File: src/rtl/mem_arbiter.sv
// rtl/mem_arbiter.sv - round-robin arbiter and read-owner sequencer for the shared core memory
//
// Ports:
//   clk, reset_n           clock, asynchronous active-low reset
//   halt                   suppresses new fetch grants
//   if_req/if_addr         fetch request (level-held until if_gnt)
//   if_gnt                 fetch accepted this cycle (combinational)
//   if_rvalid/if_rdata     fetch read response
//   d_req/d_we/d_addr/d_wdata/d_wstrb   data request (level-held until d_gnt)
//   d_gnt                  data accepted this cycle (combinational)
//   d_rvalid/d_rdata       load read response
//   mem_en/mem_we/mem_addr/mem_wdata/mem_wstrb   memory command, same cycle as grant
//   mem_rdata              memory read data, MEM_LATENCY cycles after a read mem_en
module mem_arbiter #(
  parameter int ADDR_W      = 8,
  parameter int DATA_W      = 32,
  parameter int MEM_LATENCY = 1
) (
  input  logic                clk,
  input  logic                reset_n,
  input  logic                halt,
  input  logic                if_req,
  input  logic [ADDR_W-1:0]   if_addr,
  output logic                if_gnt,
  output logic                if_rvalid,
  output logic [DATA_W-1:0]   if_rdata,
  input  logic                d_req,
  input  logic                d_we,
  input  logic [ADDR_W-1:0]   d_addr,
  input  logic [DATA_W-1:0]   d_wdata,
  input  logic [DATA_W/8-1:0] d_wstrb,
  output logic                d_gnt,
  output logic                d_rvalid,
  output logic [DATA_W-1:0]   d_rdata,
  output logic                mem_en,
  output logic                mem_we,
  output logic [ADDR_W-1:0]   mem_addr,
  output logic [DATA_W-1:0]   mem_wdata,
  output logic [DATA_W/8-1:0] mem_wstrb,
  input  logic [DATA_W-1:0]   mem_rdata
);

  localparam logic OWNER_IF = 1'b0;
  localparam logic OWNER_D  = 1'b1;

  // last_gnt: port that received the most recent grant (0 = fetch, 1 = data)
  logic last_gnt;
  logic fetch_elig;
  logic data_elig;
  logic grant_if;
  logic grant_d;
  logic read_grant;

  // Owner-tag shift register; index 0 is loaded on the grant edge and
  // index MEM_LATENCY-1 lines up with the cycle mem_rdata is valid.
  logic [MEM_LATENCY-1:0] tag_valid;
  logic [MEM_LATENCY-1:0] tag_owner;

  // Grants are gated by reset_n so nothing is issued while reset is held,
  // even though the reset itself is asynchronous.
  always_comb begin
    fetch_elig = if_req && !halt && reset_n;
    data_elig  = d_req && reset_n;
    // Under contention fetch wins only when data had the previous grant.
    grant_if   = fetch_elig && (!data_elig || (last_gnt == OWNER_D));
    grant_d    = data_elig && !grant_if;
    read_grant = grant_if || (grant_d && !d_we);
  end

  always_comb begin
    if_gnt    = grant_if;
    d_gnt     = grant_d;
    mem_en    = grant_if || grant_d;
    mem_we    = grant_d && d_we;
    mem_addr  = grant_d ? d_addr : if_addr;
    mem_wdata = grant_d ? d_wdata : '0;
    mem_wstrb = grant_d ? d_wstrb : '0;
  end

  always_ff @(posedge clk or negedge reset_n) begin
    if (!reset_n) begin
      last_gnt  <= OWNER_D;
      tag_valid <= '0;
      tag_owner <= '0;
    end else begin
      if (grant_if || grant_d) begin
        last_gnt <= grant_d ? OWNER_D : OWNER_IF;
      end
      tag_valid[0] <= read_grant;
      tag_owner[0] <= grant_d ? OWNER_D : OWNER_IF;
      for (int i = 1; i < MEM_LATENCY; i++) begin
        tag_valid[i] <= tag_valid[i-1];
        tag_owner[i] <= tag_owner[i-1];
      end
    end
  end

  always_comb begin
    if_rvalid = tag_valid[MEM_LATENCY-1] && (tag_owner[MEM_LATENCY-1] == OWNER_IF);
    d_rvalid  = tag_valid[MEM_LATENCY-1] && (tag_owner[MEM_LATENCY-1] == OWNER_D);
    if_rdata  = mem_rdata;
    d_rdata   = mem_rdata;
  end

endmodule
File: config.mk
export PLATFORM = sky130hd
export DESIGN_NAME = mem_arbiter
export DESIGN_NICKNAME = d
export VERILOG_FILES = /design/src/rtl/mem_arbiter.sv
export SDC_FILE = /design/constraint.sdc
export NUM_CORES = 1
export LEC_CHECK = 0
export ABC_CLOCK_PERIOD_IN_PS = 3900
export BUFFER_PORTS_ARGS = -buffer_cell sky130_fd_sc_hd__buf_4
export CORE_AREA = 2 2 78 80
export DETAILED_ROUTE_END_ITERATION = 7
export DIE_AREA = 0 0 80 82
export GPL_TIMING_DRIVEN = 0
export SYNTH_ARGS = -nofsm -noshare
export SYNTH_HDL_FRONTEND = slang
export SYNTH_SLANG_ARGS = --single-unit
File: constraint.sdc
create_clock -name clk -period 3.9 [get_ports clk]
set_input_delay 0.78 -clock clk [delete_from_list [all_inputs] [get_ports clk]]
set_output_delay 0.78 -clock clk [all_outputs]
set_load 0.01 [all_outputs]
# Yosys cells after proc, flatten, opt, wreduce, memory -nomap -nowiden
# Index checks and enable logic that the tools add are counted.
# W data, S select, Z words.
# word_totals
reg_bits	3
latch_bits	0
mem_bits_rw	0
rom_bits	0
inputBits	90
output_inout_bits	114
mem_count	0
# op_classes
add_sub_neg	0
n_mul	0
n_div	0
order_cmp	0
n_eq_ne	0
shift	0
muxes	4
n_bitwise	1
n_reduce_logical	16
# ops
cell	count
$mux W32	1
$logic_and A1 B1 Y1	9
$mux W8	1
$logic_not A1 Y1	4
$mux W4	1
$logic_or A1 B1 Y1	3
$mux W1	1
$not A1 Y1	1

# Longest topological paths before layout
# Gate-level depths: netlist of the first run.
# depth
ltp_word	8
mapped_depth	4
depth_no_buf	3

# Worst setup path after synthesis of the first run
# No wires, ideal clock.
# synth_path
path_kind	in2out
from	input port if_req
to	output port mem_addr[5]
arrival_ps	1636
required_ps	3120
setup_slack_ps	1484
cell_stages	4
path_buffers	1
cell_sequence	nor2b_4 -> a21oi_4 -> buf_6 -> mux2_4
# synth_between
elab_chain_len	6
# synth_lines
item	line	text
start: declaration	22	input logic if_req,
$logic_and A1 B1 Y1 (2 in series)	62	fetch_elig = if_req && !halt && reset_n;
$logic_and A1 B1 Y1	65	grant_if = fetch_elig && (!data_elig || (last_gnt == OWNER_D));
$logic_not A1 Y1	66	grant_d = data_elig && !grant_if;
$logic_and A1 B1 Y1	66	
$mux W8	75	mem_addr = grant_d ? d_addr : if_addr;
end: declaration	37	output logic [ADDR_W-1:0] mem_addr,
# Every way passes these cells.

# Worst setup path after layout of the first run
# Same ends and word-level chain as after synthesis.

==> results.md, run 1 <==
| Item | Value | Unit |
|:---|:---|:---|
| Sequence of cells on the critical path | buf_4, nor2b_4, a21oi_4, buf_6, mux2_4, buf_4 | - |
| Count of hold-fix buffers inserted at cts | 0 | - |
| Reg power frac | 0.110 | - |
| Most used cells in the layout excluding fill and tap cells | buf_4 (236), and2_1 (38), mux2_2 (6) | - |
| Number of placement rows | 28 | - |
| WP data arrival | 2.01 | ns |
| Number of standard cells after synthesis | 127 | - |
| Portion of synthesized cell area occupied by the leading cell type | 0.4863 | - |
| Max Fanout on Critical Path | 10 | - |
| Remaining DRCs | 0 | - |
| Power density cells | 162.0 | nW/um^2 |
| Number of detailed-routing iterations run before antenna repair | 6 | - |
| Clock Pin Slew Worst Setup and Hold Paths | 0.03 | ns |
| Commonest non-fill, non-tap cell in the layout | buf_4 | - |
| Class of the worst hold path | input port to asynchronous set/reset pin | - |
| Setup repair after global routing missed its margin | false | - |
| Number of antenna violations at the first check in global routing | 0 | - |
| Max-cap viol count | 0 | - |
| RR Endpoint | tag_owner$_DFF_PN0_ | - |
| Required time of the critical path | 3.12 | ns |
| H-tree levels | 1 | - |
| Avg Synthesized Cell Area | 7.901 | sq um |
| First-pass GRT wire length | 4988 | um |
| Final number of hold-violating endpoints | 0 | - |
| Initial DRC Count | 28 | - |
| Outcome | complete, no violations | - |
| Number of sinks driven by the clock tree | 3 | - |
| Synth area leaders | buf_4 (49%), and2_1 (24%), mux2_2 (6.7%) | - |
| Syn_nets | 217 | - |
| Detailed placer's ending HPWL | 3488 | um |
| Quantity of I/O buffers inserted on ports | 171 | - |
| Cell leakage power | 1.410 | nW |
| Overall die width | 80 | um |
| CTS tree | done | - |
| Count of nets left with antenna violations after detail routing | 0 | - |
| Least-Margin Pin Slew | 0.3896 | ns |
| Category of the worst setup path launch point | input port | - |
| Total power of the final layout | 0.0003930 | W |
| Cell repeated most along the worst path | buf_4 | - |
| Achievable frequency | 358.9 | MHz |
| Max rail drop VDD | 0.07221 | mV |
| Part of the total power dissipated in combinational logic | 0.666 | - |
| Worst reg2reg setup slack | 2.86 | ns |
| Die Area | 6560 | sq um |
| Skew final | 0.002805 | ns |
| Net Sw Power | 0.0001115 | W |
| Maximum clock insertion buffer count | 2 | - |
| Slowest stage cell on the critical path | a21oi_4 | - |
| Top-Level Pins | 204 | - |
| Yosys warning count | 0 | - |
| CTS-repair resized insts | 0 | - |
| Total number of nets in the final design | 393 | - |
| Internal power of the cells | 0.0002815 | W |
| Count of buffer and inverter cells on the critical path | 3 | - |
| Rel. slew slack | 0.7397 | - |
| Clock buffers created by TritonCTS | 3 | - |
| Pin count of the biggest net entering global routing | 12 | - |
| Endpoint kind of the worst setup timing path | output pin | - |
| Final period demand of the worst path | 2.787 | ns |
| Detailed Route WL | 3817 | um |
| Library cell used as clock root buffer | clkbuf_8 | - |
| Post-Synthesis Cell Area | 1003 | sq um |
| Startpoint of the most critical setup path | if_req | - |
| Slowest stage delay, CP | 0.35 | ns |
| Post-CTS Setup Repair Bufs | 0 | - |
| Crit path to | mem_addr[5] | - |
| Final weighted congestion in routability-driven placement | 0.6564 | - |
| Insertion delay of the later-clocked pin in the worst-skew pair | 0.21 | ns |
| Sw Ratio | 0.2838 | - |
| Count of endpoints failing setup in the final report | 0 | - |
| GRT Overall Usage | 0.09350 | - |
| Worst Setup Path Type | input port to output pin | - |
| Layout area overhead | 141.8 | % |
| Area of the multi-input gates | 417.9 | sq um |
| Via density per instance | 3.568 | - |
| N_diodes | 0 | - |
| Crit path max-delay family | buffers and inverters | - |
| Std-Cell Core Area | 5746 | sq um |
| Count of filler cells inserted in the layout | 596 | - |
| Layout cell share with drive strength beyond 1 | 0.8411 | - |
| Number of logic stages on the critical path including buffering | 6 | - |
| Overflow left after global routing | 0 | - |
| Sequential fraction of the synthesis area | 0.07606 | - |
| Vias in the first global route | 1183 | - |
| Distinct cells, synth | 18 | - |
| Clock power frac | 0.224 | - |
| Slew Viols, Final | 0 | - |
| Length in cells of the worst reg-to-reg path | 2 | - |
| Initial cell density of the core | 0.1747 | - |
| Period Utilization, post-route | 0.7145 | - |
| Storage element area | 76.32 | sq um |
| Startpoint of the most critical register-to-register path | last_gnt$_DFFE_PN1P_ | - |
| Routed wire per std cell | 10.12 | um |
| Setup TNS | 0 | ns |
| Cell type contributing the most total cell area after synthesis | buf_4 | - |
| Total number of vias | 1345 | - |
| Height of the die | 82 | um |
| Flop and latch count out of synthesis | 3 | - |
cell families (layout without fill, tap and decap cells):
| logic type | after synthesis | in the layout | synth area share |
|---|---|---|---|
| buffers and inverters | 68 | 243 | 0.5075 |
| AND/OR/NAND/NOR | 43 | 43 | 0.2731 |
| multiplexers | 8 | 8 | 0.09725 |
| AO/OA/AOI/OAI | 5 | 5 | 0.04614 |
| flip-flops | 3 | 3 | 0.07607 |
through the flow:
stage	worst slack [ns]	std cells	cell area, sq um	util	hold slack, ns
2_1_floorplan	1.484	127	1003	-	0.4844
3_3_place_gp	1.086	373	2381	0.4144	0.5847
3_5_place_dp	1.080	373	2381	0.4144	0.5851
4_1_cts	1.080	377	2426	0.4223	0.3638
5_1_grt	1.021	377	2426	0.4223	0.3654
6_report	1.113	377	2426	0.4223	0.3674
how the worst min path moves through the flow:
stage / start / endpoint / slack (ns) / depth (start not counted)
final: reset_n / tag_valid$_DFF_PN0_ / 0.37 / 1
after detailed placement: reset_n / tag_owner$_DFF_PN0_ / 0.59 / 1
after global routing: reset_n / tag_owner$_DFF_PN0_ / 0.37 / 1
after global placement: reset_n / tag_owner$_DFF_PN0_ / 0.58 / 1
after CTS: reset_n / tag_owner$_DFF_PN0_ / 0.36 / 1
after floorplan: reset_n / tag_owner$_DFF_PN0_ / 0.48 / 0
synthesized netlist by cell type:
| cell type | count |
|---|---|
| a21bo_2 | 1 |
| a21oi_4 | 1 |
| and2_1 | 38 |
| and3_1 | 1 |
| buf_4 | 65 |
| buf_6 | 1 |
| clkbuf_2 | 2 |
| dfrtp_1 | 2 |
| dfstp_2 | 1 |
| mux2_2 | 6 |
| mux2_4 | 2 |
| nand2_1 | 1 |
| nand2b_1 | 1 |
| nor2b_1 | 1 |
| nor2b_4 | 1 |
| o21a_1 | 1 |
| o21ai_0 | 1 |
| o21bai_1 | 1 |
registers in the layout, summed over array words and instances (netlist names):
name and cells:
last_gnt 1, tag_owner 1, tag_valid 1
cell type report:
class                           instances  share of cell area
Timing Repair Buffer                  171              0.5291
Sequential cell                         3             0.03146
Clock buffer                            4             0.01857
Buffer                                 68              0.2099
Tap cell                               75             0.03868
Multi-Input combinational cell         56              0.1723
layer usage:
metal,track usage,wire length [um],vias up
met5,0,0,-
met4,0.02542,20,0
met3,0.02418,570,2
met2,0.1908,2090,107
met1,0.09198,1134,559
li1,-,-,677
power by group through the flow:
stage / sequential, W / clock, W / combinational [W]
global route: 0.0000438 / 0.0000933 / 0.000282
CTS: 0.0000431 / 0.0000904 / 0.000266
global placement: 0.0000429 / 0 / 0.000263
detailed placement: 0.0000434 / 0 / 0.000266
floorplan: 0.0000423 / 0 / 0.000125
finish: 0.0000431 / 0.0000882 / 0.000262
Power figures use the tool's default switching activity.
==> run 2, diff against run 1 <==
ABC_CLOCK_PERIOD_IN_PS = 2500   (was 3900)
CORE_AREA = 2 2 80 82   (was 2 2 78 80)
DIE_AREA = 0 0 82 84   (was 0 0 80 82)
clock period = 2.5 ns   (was 3.9 ns; I/O delays follow)
==> results.md, run 2 (synthesis gave the netlist of run 1 again) <==
| Item | Value | Unit | Change |
|:---|:---|:---|:---|
| Detailed Route WL | 4036 | um | +5.7% |
| Number of placement rows | 29 | - | +3.6% |
| Largest registers ranked by flip-flop count | last_gnt: 1 flops, tag_owner: 1 flops, tag_valid: 1 flops | - |  |
| Slew Viols, Final | 0 | - | unchanged |
| Met3 GRT Util | 0.04870 | - | +0.02453 |
| Required time of the critical path | 2.00 | ns | -1.12 ns |
| Layout area overhead | 142.0 | % |  |
| Count of endpoints failing setup in the final report | 0 | - | unchanged |
| Count of filler cells inserted in the layout | 650 | - | +9.1% |
| H-tree levels | 1 | - | unchanged |
| Final period demand of the worst path | 2.223 | ns |  |
| GR met2 Demand/Resource | 0.1929 | - | +0.002071 |
| N_diodes | 0 | - | unchanged |
| Die Area | 6888 | sq um | +5.0% |
| Insertion delay of the later-clocked pin in the worst-skew pair | 0.21 | ns | about the same |
| Endpoint kind of the worst setup timing path | output pin | - |  |
| Post-Place Cell Area | 2384 | sq um | +0.11% |
| Worst hold slack | 0.09004 | ns | -0.2774 ns |
| Class of the worst hold path | input port to asynchronous set/reset pin | - |  |
| Max-cap viol count | 0 | - | unchanged |
| Count of placed standard cells in the final layout, fillers left out | 379 | - | +0.53% |
| Clock buffers created by TritonCTS | 3 | - | unchanged |
| Most used cells in the layout excluding fill and tap cells | buf_4 (236), and2_1 (38), mux2_2 (6) | - |  |
| GRT Overall Usage | 0.09457 | - | +0.001075 |
| Internal power of the cells | 0.0004390 | W | +56% |
| Max Fanout on Critical Path | 10 | - | unchanged |
| Met1 GRT Util | 0.07572 | - | -0.01626 |
| Net Sw Power | 0.0001734 | W | +55% |
| Storage element area | 76.32 | sq um | unchanged |
| Initial cell density of the core | 0.1646 | - | -0.01004 |
| Detailed placer's ending HPWL | 3702 | um | +6.1% |
| Least-Margin Pin Slew | 0.3867 | ns | -0.002898 ns |
| Count of hold-fix buffers inserted at cts | 0 | - | unchanged |
| Maximum clock insertion buffer count | 2 | - | unchanged |
| Overall die width | 82 | um | +2.5% |
| Worst Setup Path Type | input port to output pin | - |  |
| Achievable frequency | 449.8 | MHz |  |
| Final weighted congestion in routability-driven placement | 0.6722 | - | +2.4% |
| Count of nets left with antenna violations after detail routing | 0 | - | unchanged |
| Setup repair after global routing missed its margin | false | - |  |
| Rel. slew slack | 0.7416 | - | +0.001936 |
| Total non-filler cell area in the finished layout | 2429 | sq um | +0.10% |
| Total number of nets in the final design | 393 | - | unchanged |
| Std-Cell Core Area | 6096 | sq um | +6.1% |
| Part of the total power dissipated in combinational logic | 0.669 | - | +0.003 |
| Power density cells | 252.2 | nW/um^2 | +56% |
| Cell leakage power | 1.410 | nW | unchanged |
| Max rail drop VDD | 0.1329 | mV | +84% |
| Sw Ratio | 0.2831 | - | -0.0006415 |
| Number of sinks driven by the clock tree | 3 | - | unchanged |
| Clock power frac | 0.222 | - | -0.002 |
| Total number of vias | 1401 | - | +4.2% |
| Via density per instance | 3.697 | - | +3.6% |
| Number of detailed-routing iterations run before antenna repair | 2 | - | -4 |
| Post-layout utilization of the core | 0.3984 | - | -0.02386 |
| Setup TNS | 0 | ns | unchanged |
| Library cell used as clock root buffer | clkbuf_8 | - |  |
| # placed instances | 375 | - | +0.54% |
| Skew final | 0.003646 | ns | +0.0008410 ns |
| Height of the die | 84 | um | +2.4% |
| Category of the worst setup path launch point | input port | - |  |
| Clock Pin Slew Worst Setup and Hold Paths | 0.03 | ns | about the same |
| Pin count of the biggest net entering global routing | 12 | - | unchanged |
| Layout cell share with drive strength beyond 1 | 0.8411 | - | unchanged |
| Top-Level Pins | 204 | - | unchanged |
| Final number of hold-violating endpoints | 0 | - | unchanged |
| Period Utilization, post-route | 0.8894 | - |  |
| Overflow left after global routing | 0 | - | unchanged |
| Remaining DRCs | 0 | - | unchanged |
| CTS-repair resized insts | 0 | - | unchanged |
| Vias in the first global route | 1310 | - | +11% |
| Commonest non-fill, non-tap cell in the layout | buf_4 | - |  |
| WP data arrival | 1.72 | ns | -0.29 ns |
| Post-CTS Setup Repair Bufs | 0 | - | unchanged |
| Most heavily used metal layer in global routing | met2 | - |  |
| Outcome | complete, no violations | - |  |
| Initial DRC Count | 8 | - | -71% |
| Area of the multi-input gates | 417.9 | sq um | unchanged |
| Number of antenna violations at the first check in global routing | 0 | - | unchanged |
| Reg power frac | 0.109 | - | about the same |
| Routed wire per std cell | 10.65 | um | +5.2% |
| Quantity of I/O buffers inserted on ports | 171 | - | unchanged |
| CTS tree | done | - |  |
| First-pass GRT wire length | 5181 | um | +3.9% |
run 2: cell counts in the layout (fill, tap and decap cells not counted):
Identical to the previous run, type by type.
run 2: path summary, 6_finish.rpt:
check | from | endpoint | slack, ns | depth (start not counted)
worst max-delay path | if_req | mem_addr[6] | 0.28 | 6
worst min-delay path | reset_n | tag_owner$_DFF_PN0_ | 0.09 | 1
worst max register to register | last_gnt$_DFFE_PN1P_ | tag_owner$_DFF_PN0_ | 1.46 | 2
worst min register to register | last_gnt$_DFFE_PN1P_ | last_gnt$_DFFE_PN1P_ | 0.60 | 1
max in group asynchronous | reset_n | last_gnt$_DFFE_PN1P_ | 2.22 | 1
min in group clk | d_we | tag_valid$_DFF_PN0_ | 0.49 | 2
run 2: final cells by class:
class | instances | share of cell area
repair buffers | 171 | 0.5286
clock buffers | 4 | 0.01855
flip-flops and latches | 3 | 0.03143
multi-input cells | 56 | 0.1721
well taps | 77 | 0.03967
plain buffers | 68 | 0.2097
run 2: power by group through the flow:
stage	Clock (W)	Combinational, W	Sequential, W
after floorplan	0	0.000194	0.0000660
after global placement	0	0.000411	0.0000669
after detailed placement	0	0.000415	0.0000674
after CTS	0.000140	0.000416	0.0000670
after global routing	0.000147	0.000440	0.0000681
final	0.000136	0.000410	0.0000671
run 2: metrics by stage:
step                      total power, W  setup WS (ns)
after detailed placement       0.0004827         0.2437
final                          0.0006124         0.2766
after floorplan                0.0002604         0.6437
after global placement         0.0004775         0.2536
after global routing           0.0006550         0.1936
after CTS                      0.0006228         0.2405
run 2: worst max-delay path, cell delays in order:
cell	delay (ns)
buf_4	0.11
nor2b_4	0.13
a21oi_4	0.35
buf_6	0.19
mux2_4	0.29
buf_4	0.14
run 2: layer usage:
metal	wire length, um	vias up	part of all wire
met5	0	-	0
met4	19	0	0.0047
met3	860	2	0.21
met2	2127	121	0.53
met1	1029	602	0.25
li1	-	676	-
==> run 3, diff against run 2 <==
MAX_ROUTING_LAYER = met4   (was default)
SETUP_SLACK_MARGIN = 0.5   (was default)
==> results.md, run 3 (synthesis gave the netlist of run 1 again) <==
| Item | Value | Unit | Change |
|:---|:---|:---|:---|
| Endpoint kind of the worst setup timing path | output pin | - |  |
| Count of placed standard cells in the final layout, fillers left out | 384 | - | +1.3% |
| Storage element area | 76.32 | sq um | unchanged |
| Overflow left after global routing | 0 | - | unchanged |
| Most used cells in the layout excluding fill and tap cells | buf_4 (228), and2_1 (38), buf_6 (13) | - |  |
| Crit path to | mem_addr[1] | - |  |
| Layout area overhead | 156.5 | % |  |
| Least-Margin Pin Slew | 0.1918 | ns | -0.1949 ns |
| Routed wire per std cell | 10.80 | um | +1.4% |
| RR Endpoint | tag_owner$_DFF_PN0_ | - |  |
| Overall die width | 82 | um | unchanged |
| Initial cell density of the core | 0.1646 | - | unchanged |
| CTS tree | done | - |  |
| Insertion delay of the later-clocked pin in the worst-skew pair | 0.21 | ns | about the same |
| Count of endpoints failing setup in the final report | 0 | - | unchanged |
| WP data arrival | 1.49 | ns | -0.23 ns |
| First-pass GRT wire length | 5382 | um | +3.9% |
| Max rail drop VDD | 0.1341 | mV | +0.94% |
| Largest registers ranked by flip-flop count | last_gnt: 1 flops, tag_owner: 1 flops, tag_valid: 1 flops | - |  |
| Length in cells of the worst reg-to-reg path | 3 | - | +1 |
| Clock Pin Slew Worst Setup and Hold Paths | 0.03 | ns | about the same |
| Class of the worst hold path | input port to asynchronous set/reset pin | - |  |
| Minimum setup slack in the final design | 0.5144 | ns | +0.2378 ns |
| Max Fanout on Critical Path | 5 | - | -5 |
| Count of filler cells inserted in the layout | 636 | - | -2.2% |
| Number of placement rows | 29 | - | unchanged |
| N_diodes | 0 | - | unchanged |
| Part of the total power dissipated in combinational logic | 0.687 | - | +0.018 |
| Period Utilization, post-route | 0.7943 | - | -0.09511 |
| Die Area | 6888 | sq um | unchanged |
| Final period demand of the worst path | 1.986 | ns | -0.2378 ns |
| Slew Viols, Final | 0 | - | unchanged |
| Reg power frac | 0.104 | - | -0.005 |
| Setup repair after global routing missed its margin | true | - |  |
| Total number of vias | 1432 | - | +2.2% |
| Required time of the critical path | 2.00 | ns | about the same |
| Setup TNS | 0 | ns | unchanged |
| Number of antenna violations at the first check in global routing | 0 | - | unchanged |
| Height of the die | 84 | um | unchanged |
| # placed instances | 375 | - | unchanged |
| Detailed Route WL | 4146 | um | +2.7% |
| Worst Setup Path Type | input port to output pin | - |  |
| Number of sinks driven by the clock tree | 3 | - | unchanged |
| Skew final | 0.003621 | ns | -0.00002573 ns |
| Startpoint of the most critical register-to-register path | last_gnt$_DFFE_PN1P_ | - |  |
| Post-Place Setup Slack | 0.2437 | ns | unchanged |
| Worst reg2reg setup slack | 1.46 | ns | about the same |
| Std-Cell Core Area | 6096 | sq um | unchanged |
| Area of the multi-input gates | 442.9 | sq um | +6.0% |
| Worst hold slack | 0.07258 | ns | -0.01746 ns |
| Startpoint of the most critical setup path | if_req | - |  |
| Final number of hold-violating endpoints | 0 | - | unchanged |
| Net Sw Power | 0.0001807 | W | +4.2% |
| Count of nets left with antenna violations after detail routing | 0 | - | unchanged |
| Layout cell share with drive strength beyond 1 | 0.8469 | - | +0.005846 |
| Rel. slew slack | 0.8719 | - | +0.1303 |
| Via density per instance | 3.729 | - | +0.88% |
| Outcome | complete, no violations | - |  |
| Total number of nets in the final design | 398 | - | +1.3% |
| Detailed placer's ending HPWL | 3702 | um | unchanged |
| Power density cells | 251.4 | nW/um^2 | -0.31% |
| Vias in the first global route | 1345 | - | +2.7% |
| Remaining DRCs | 0 | - | unchanged |
| Number of detailed-routing iterations run before antenna repair | 2 | - | unchanged |
| Cell leakage power | 1.483 | nW | +5.2% |
| Final weighted congestion in routability-driven placement | 0.6789 | - | +1.0% |
| Maximum clock insertion buffer count | 2 | - | unchanged |
| Top-Level Pins | 204 | - | unchanged |
| Sw Ratio | 0.2794 | - | -0.003742 |
| Quantity of I/O buffers inserted on ports | 171 | - | unchanged |
| Pin count of the biggest net entering global routing | 12 | - | unchanged |
| Max-cap viol count | 0 | - | unchanged |
| Initial DRC Count | 4 | - | -4 |
| Achievable frequency | 503.6 | MHz | +12% |
| H-tree levels | 1 | - | unchanged |
| Clock buffers created by TritonCTS | 3 | - | unchanged |
| Commonest non-fill, non-tap cell in the layout | buf_4 | - |  |
| Clock power frac | 0.209 | - | -0.013 |
| GRT Overall Usage | 0.1011 | - | +0.006567 |
| Library cell used as clock root buffer | clkbuf_8 | - |  |
| Internal power of the cells | 0.0004662 | W | +6.2% |
| Category of the worst setup path launch point | input port | - |  |
-- run 3: cell count changes in the layout (fill, tap and decap cells not counted), moves of 2 or more --
cell	before	now
buf_12	0	2
buf_6	1	13
buf_4	236	228
clkbuf_2	2	0
mux2_2	6	0
mux2_4	2	8
-- run 3: power groups by stage --
| stage | logic, W | clock network, W | registers (W) |
|---|---|---|---|
| final | 0.000444 | 0.000135 | 0.0000673 |
| after global routing | 0.000476 | 0.000147 | 0.0000683 |
| after CTS | 0.000447 | 0.000140 | 0.0000673 |
| after detailed placement | 0.000415 | 0 | 0.0000674 |
| after global placement | 0.000411 | 0 | 0.0000669 |
| after floorplan | 0.000194 | 0 | 0.0000660 |
-- run 3: layout make-up --
cell class,count,share of cell area
tap,77,0.03743
sequential,3,0.02965
buffer,68,0.2042
multi-input combinational,56,0.1721
timing repair buffer,176,0.5391
clock buffer,4,0.01750
-- run 3: stage by stage --
stage,instance area (sq um),util,power [W]
after floorplan,1003,-,0.0002604
after global placement,2384,0.3910,0.0004775
after detailed placement,2384,0.3910,0.0004827
after CTS,2557,0.4195,0.0006537
after global routing,2574,0.4222,0.0006909
final,2574,0.4222,0.0006470
-- run 3: per-layer routing --
layer,GRT usage,share of wire,vias to the layer above
li1,-,-,687
met1,0.08355,0.27,624
met2,0.2018,0.53,119
met3,0.04221,0.20,2
met4,0.01818,0.0046,0
met5,-,0,-
-- run 3: how the worst min path moves through the flow --
stage,startpoint,end,slack (ns),depth (start not counted)
floorplan,reset_n,tag_owner$_DFF_PN0_,0.20,0
global placement,reset_n,tag_owner$_DFF_PN0_,0.31,1
detailed placement,reset_n,tag_owner$_DFF_PN0_,0.31,1
CTS,reset_n,tag_owner$_DFF_PN0_,0.09,1
global route,reset_n,tag_valid$_DFF_PN0_,0.07,1
finish,reset_n,tag_owner$_DFF_PN0_,0.07,1
-- run 3: worst max-delay path, cell delays in order --
cell,delay (ns)
buf_6,0.09
nor2b_4,0.12
a21oi_4,0.19
buf_12,0.16
mux2_4,0.30
buf_6,0.12
-- run 3: repair_timing --
item	CTS	global route
hold buffers	0	0
resized for setup	20	4
setup buffers	4	1
pin swaps	1	0
setup endpoints to repair	46	34
